[src/rtl/timer_pkg.sv]
// Shared constants, the BCD digit type and the per-digit modulus helper
// for the multi-digit BCD down-timer.
package timer_pkg;

  localparam int BCD_W        = 4;
  localparam int BCD_MAX      = 9;
  localparam int SEC_TENS_MAX = 5;

  typedef logic [BCD_W-1:0] bcd_t;

  // Digit 1 is the seconds-tens position when the timer runs in MM:SS mode.
  function automatic int digit_mod(input int idx, input int mmss);
    return ((mmss != 0) && (idx == 1)) ? (SEC_TENS_MAX + 1) : (BCD_MAX + 1);
  endfunction

endpackage

[src/rtl/bcd_digit_cell.sv]
// One modulo-MOD BCD down-counting digit: clamps out-of-range preset values,
// decrements on step and wraps from 0 to MOD-1.
module bcd_digit_cell
  import timer_pkg::*;
#(
  parameter int MOD = 10
) (
  input  logic       clk,
  input  logic       clearn,
  input  logic       load_i,
  input  logic       step_i,
  input  logic [3:0] din_i,
  output logic [3:0] q_o,
  output logic       zero_o,
  output logic       clamp_o
);

  localparam bcd_t TOP = bcd_t'(MOD - 1);

  bcd_t q_q, q_d;
  bcd_t ld_val;

  assign clamp_o = (din_i > TOP);
  assign ld_val  = clamp_o ? TOP : din_i;

  always_comb begin
    q_d = q_q;
    if (load_i) begin
      q_d = ld_val;
    end else if (step_i) begin
      q_d = (q_q == 4'd0) ? TOP : (q_q - 4'd1);
    end
  end

  always_ff @(posedge clk) begin
    if (!clearn) q_q <= '0;
    else         q_q <= q_d;
  end

  assign q_o    = q_q;
  assign zero_o = (q_q == 4'd0);

endmodule

[src/rtl/bcd_down_timer.sv]
// Multi-digit BCD down-timer with borrow chain, done pulse and load-range flag.
// Define ZERO_STOP_EN to hold at zero instead of wrapping to the all-max value.
module bcd_down_timer
  import timer_pkg::*;
#(
  parameter int DIGITS = 4,
  parameter int MMSS   = 1
) (
  input  logic                  clk,
  input  logic                  clearn,
  input  logic [4*DIGITS-1:0]   data,
  input  logic                  load,
  input  logic                  en,
  output logic [4*DIGITS-1:0]   count,
  output logic                  zero,
  output logic                  tc,
  output logic                  done,
  output logic                  load_err
);

  logic [DIGITS-1:0] dz;
  logic [DIGITS-1:0] lz;
  logic [DIGITS-1:0] step;
  logic [DIGITS-1:0] clamp;
  logic              cnt_en;
  logic              one;
  logic              done_q, done_d;
  logic              load_err_q, load_err_d;

  assign zero = &dz;
  assign tc   = en & zero;

`ifdef ZERO_STOP_EN
  assign cnt_en = en & ~zero;
`else
  assign cnt_en = en;
`endif

  // lz[i] is high when every digit below i is zero, i.e. a borrow reaches digit i.
  for (genvar i = 0; i < DIGITS; i++) begin : g_digit
    if (i == 0) begin : g_lsd
      assign lz[i] = 1'b1;
    end else begin : g_upper
      assign lz[i] = lz[i-1] & dz[i-1];
    end

    assign step[i] = cnt_en & load & lz[i];

    bcd_digit_cell #(
      .MOD(digit_mod(i, MMSS))
    ) u_cell (
      .clk    (clk),
      .clearn (clearn),
      .load_i (~load),
      .step_i (step[i]),
      .din_i  (data[4*i +: 4]),
      .q_o    (count[4*i +: 4]),
      .zero_o (dz[i]),
      .clamp_o(clamp[i])
    );
  end

  // Only a decrement from 0..01 lands on zero; a wrap out of zero never does.
  assign one    = (count[3:0] == 4'd1) & (&dz[DIGITS-1:1]);
  assign done_d = load & cnt_en & one;

  assign load_err_d = load ? load_err_q : (|clamp);

  always_ff @(posedge clk) begin
    if (!clearn) begin
      done_q     <= 1'b0;
      load_err_q <= 1'b0;
    end else begin
      done_q     <= done_d;
      load_err_q <= load_err_d;
    end
  end

  assign done     = done_q;
  assign load_err = load_err_q;

endmodule

[config.mk]
export PLATFORM = sky130hd
export DESIGN_NAME = bcd_down_timer
export DESIGN_NICKNAME = d
export VERILOG_FILES = /design/src/rtl/timer_pkg.sv /design/src/rtl/bcd_digit_cell.sv /design/src/rtl/bcd_down_timer.sv
export SDC_FILE = /design/constraint.sdc
export NUM_CORES = 1
export LEC_CHECK = 0
export CORE_MARGIN = 1.5
export CORE_UTILIZATION = 45
export DETAILED_ROUTE_END_ITERATION = 10
export GPL_TIMING_DRIVEN = 0
export PLACE_DENSITY_LB_ADDON = 0.08
export SLEW_MARGIN = 15
export SYNTH_ARGS = -nofsm -noshare
export SYNTH_HDL_FRONTEND = slang
export SYNTH_SLANG_ARGS = --single-unit
[constraint.sdc]
create_clock -name clk -period 5.36 [get_ports clk]
set_input_delay 0.804 -clock clk [delete_from_list [all_inputs] [get_ports clk]]
set_output_delay 0.804 -clock clk [all_outputs]
set_load 0.01 [all_outputs]
Yosys cells after proc, flatten, opt, wreduce, memory -nomap -nowiden. Cells that the tools add are included.

Bits in registers: 18. Bits of input ports: 20. Output and inout port bits: 20. Logic and storage cells: 51.

$add $sub $neg: 4. Magnitude comparators: 4. Equal/unequal tests: 5. Muxes and demuxes: 16. Bitwise logic cells: 9. Reduce and logical (&&, ||, !) cells: 7.

Operator list (count): two-way mux 4 bit (16); logical NOT 4 bit (4); subtractor 4 x 1 -> 4 bit, second input constant (4); > comparator 4 bit, second input constant (3); bitwise AND 1 bit (9); != test 2 x 1 -> 1 bit, second input constant (4); equality test 4 x 1 -> 1 bit, second input constant (1); > comparator 4 x 3 -> 1 bit, second input constant (1); AND reduction 4 bit (1); OR reduction 4 bit (1); AND reduction 3 bit (1).

Logic depth before layout (Yosys ltp).
Depth after elaboration: 6. Depth in mapped cells: 6. Depth with buffers taken out: 4.

Cells and area by module. Synthesis repeated with hierarchy kept, for this count alone.

Cells, all modules: 119. Area, all modules: 1048.5 um2.

Modules (own cells, without submodules): bcd_digit_cell at g_digit[0].u_cell ... (times used 3, cells an instance 27, area each 235.2 um2, sequential area each 80.1 um2); bcd_digit_cell at g_digit[1].u_cell (times used 1, cells an instance 24, area each 214.0 um2, sequential area each 80.1 um2); bcd_down_timer (times used 1, cells an instance 14, area each 128.9 um2, sequential area each 40.0 um2).

Worst setup path before layout. Ideal clock, no wire load.

Path kind: input port to output port. Start: input en. End: output tc. Arrival time: 2338 ps. Required time: 4556 ps. Slack: 2218 ps. Stages on the path: 4. Path buffers: 1. Cell sequence: or4b_2 clkbuf_1 or3_2 nor4_1.

Cells in the longest elaborated chain, start to end: 1.

RTL lines: from (decl) (line bcd_down_timer.sv:13) `input logic en,`; bitwise AND 1 bit (line bcd_down_timer.sv:31) `assign tc = en & zero;`; to (decl) (line bcd_down_timer.sv:16) `output logic tc,`.

No other way between the ends.

Final worst setup path. Ends and elaborated chain as after synthesis.

==> impl_metrics.csv <==
group,metric,value,unit
cts,clock-sinks,18,
synthesis,ys.flop_type,"dfxtp_1",
placed_design,port_buffers,38,
floorplanning,fp.dieH,50.0,um
grt,grt_usage,25.4,%
synthesis,yosysWarnings,0,
worst_setup_path,crit_fanout,9,
timing,finalCriticalPeriod,4.21,ns
cts,cts.clk_slew.worst_paths,0.10,ns
drt,vias,1140,
drt,drtIter0Drc,52,
grt,grt_max_degree,11,
timing,setup_tns,0,ns
pwr,irDropWorstVdd,197,uV
synthesis,syn_avg_cell_area,7.66,um^2
worst_setup_path,crit_type,"in -> out",
synthesis,synth_nets,150,
worst_setup_path,slowest_delay,0.59,ns
drt,dr.pass1.iters,4,
worst_setup_path,crit_arrival,3.41,ns
floorplanning,num_io_pins,40,
timing,skew,0.00463,ns
timing,finalHoldViolCount,0,
cts,hold_buffers,0,
synthesis,ys_seq_area_share,36.2,%
placed_design,routabilityCongestion,0.846,
placed_design,dp_hpwl,2080,um
timing,max_slew_margin,65.4,%
floorplanning,die_area,2500,um^2
worst_setup_path,crit_family,"buffers and inverters",
drt,ant_nets,0,
timing,worstMarginPinSlew,0.519,ns
synthesis,synth.most_common_cell,"dfxtp_1",
cts,clockBufferDepth,2,
pwr,total_power,0.000314,W
worst_setup_path,critPathBufInv,3,
pwr,p_per_area,219,nW/um^2
synthesis,synth_seq_cells,18,
worst_setup_path,cp.required,4.56,ns
final_layout,diodes,0,
worst_setup_path,crit_slowest_cell,"or4b_2",
cts,cts-root-buf,"clkbuf_4",
timing,fin_crit_sh,78.6,%
pwr,p_leak,0.507,nW
outcome,outcome,"completed",
worst_setup_path,crit_top_cell,"clkdlybuf4s50_1",
final_layout,drive_above_1_share,5.85,%
grt,overflow,0,
synthesis,async_flop_share,0,%
synthesis,synth_cells,130,
grt,antenna_found_initial,0,
worst_setup_path,crit_path_start_kind,"input port",
floorplanning,core-area,2020,um^2
cts,post-cts-setup-buffer-count,0,
worst_setup_path,critPathCaptureType,"output port",
cts,h-tree-depth,1,
drt,wl,2780,um
cts,cts_resized,0,
drt,drc_errors,0,
timing,max_clock_freq,0.237,GHz
timing,rsz0062_at_grt,"no",
synthesis,synthesis.area,996,um^2
floorplanning,die_x,50.0,um
placed_design,dpl-instance-area,1410,um^2
timing,slew_violations,0,
worst_hold_path,hold_path.class,"reg -> reg",
grt,grt_pass1_wl,4880,um
final_layout,area_growth,43.8,%
synthesis,synth_top_cell_area_share,36.2,%
synthesis,synth-edff-count,0,
cts,cts_buffers,3,
job,drv_cap,0,
synthesis,synth_area_leaders,"dfxtp_1 36%, nor2_1 6.0%, o21ai_0 5.5%",
floorplanning,start_util,49.3,%
synthesis,yosysUniqueCellTypes,34,
final_layout,postLayoutCellArea,1430,um^2
cts,clk-insertion-delay-late,0.31,ns
drt,viasPerCell,5.76,
final_layout,nNetsFinal,193,
timing,setup_viol_count_final,0,
floorplanning,rows,16,
synthesis,yosysTopAreaCell,"dfxtp_1",
synthesis,yosys-top-cells-count,"18 x dfxtp_1, 16 x nor2_1, 11 x o21ai_0",
drt,wire_per_inst,14.0,um
cts,tritoncts,"done",
worst_setup_path,path_cells,"clkdlybuf4s50_1 -> or4b_2 -> clkbuf_1 -> or3_2 -> nor4_1 -> clkdlybuf4s50_1",
grt,first_global_vias,1135,
[per-layer routing]
metal	global-route usage (%)	routed length [um]	up-vias
li1	-	-	560
met3	8.18	181	6
met2	43.2	1340	43
met5	0	0	-
met4	8.80	48	0
met1	29.5	1210	531
[final cells by class]
type                       count  area, um^2
tap                           27        33.8
sequential                    18         360
inverter                       5        18.8
fill                         181         589
clock buffer                   3        22.5
buffer                         8        32.5
timing repair buffer          38         380
multi-input combinational     99         584
[report_power, final]
| group | total [W] | switching (W) | internal (W) |
|---|---|---|---|
| logic | 0.0000907 | 0.0000427 | 0.0000480 |
| registers | 0.000153 | 0.0000101 | 0.000142 |
| clock network | 0.0000708 | 0.0000445 | 0.0000263 |
| total | 0.000314 | 0.0000973 | 0.000217 |
[cell families (layout without fill, tap and decap cells)]
logic type      after synthesis  after routing  synth area share (%)
simple gates                 59             59                  31.9
compound gates               34             34                  21.2
flops                        18             18                  36.2
buf+inv                      13             54                  5.15
xor+xnor                      4              4                  3.52
mux                           2              2                  2.01
[stage by stage]
| stage | hold WS (ns) | setup slack, ns | cells | util, % |
|---|---|---|---|---|
| 2_1_floorplan | 0.486 | 2.22 | 130 | - |
| 3_3_place_gp | 0.457 | 1.21 | 195 | 69.7 |
| 3_5_place_dp | 0.468 | 1.17 | 195 | 69.7 |
| 4_1_cts | 0.485 | 1.16 | 198 | 70.9 |
| 5_1_grt | 0.509 | 0.997 | 198 | 70.9 |
| 6_report | 0.482 | 1.15 | 198 | 70.9 |
[worst min-delay path, delay by kind of cell, from the launching register on]
family / cells / cell delay, ns
simple gates: 1 / 0.07
compound gates: 1 / 0.04
flops: 1 / 0.35
[state kept, by name, indices dropped and copies added, names as in the netlist]
| register | cells |
|---|---|
| done | 1 |
| load_err | 1 |
| g_digit.u_cell.q_o | 16 |
[path summary, 6_finish.rpt]
check	cells after the start	slack, ns	startpoint	endpoint
hold reg to reg	2	0.48	g_digit[1].u_cell.q_o[3]	g_digit[1].u_cell.q_o[3]
hold / removal	2	0.48	g_digit[1].u_cell.q_o[3]	g_digit[1].u_cell.q_o[3]
setup reg to reg	6	2.95	g_digit[1].u_cell.q_o[0]	g_digit[3].u_cell.q_o[2]
setup / recovery	6	1.15	en	tc
[layout by cell type, fill, tap and decap left out, drive strengths merged]
cell type	instances
nand3	3
nor2	16
clkbuf	9
buf	2
nor3	5
dfxtp	18
or3	5
nand2	6
xor2	2
nor2b	2
nand2b	3
inv	5
o21a	3
xnor2	2
a221oi	1
or4	3
o21ai	11
or4b	2
a211oi	1
o31ai	3
nand4	3
nand3b	1
a311oi	4
a31oi	1
or2	3
clkdlybuf4s50	38
mux2i	2
and2	1
a21oi	9
o311ai	1
nor4	6
Note: power is estimated with default switching activity, not from simulation.
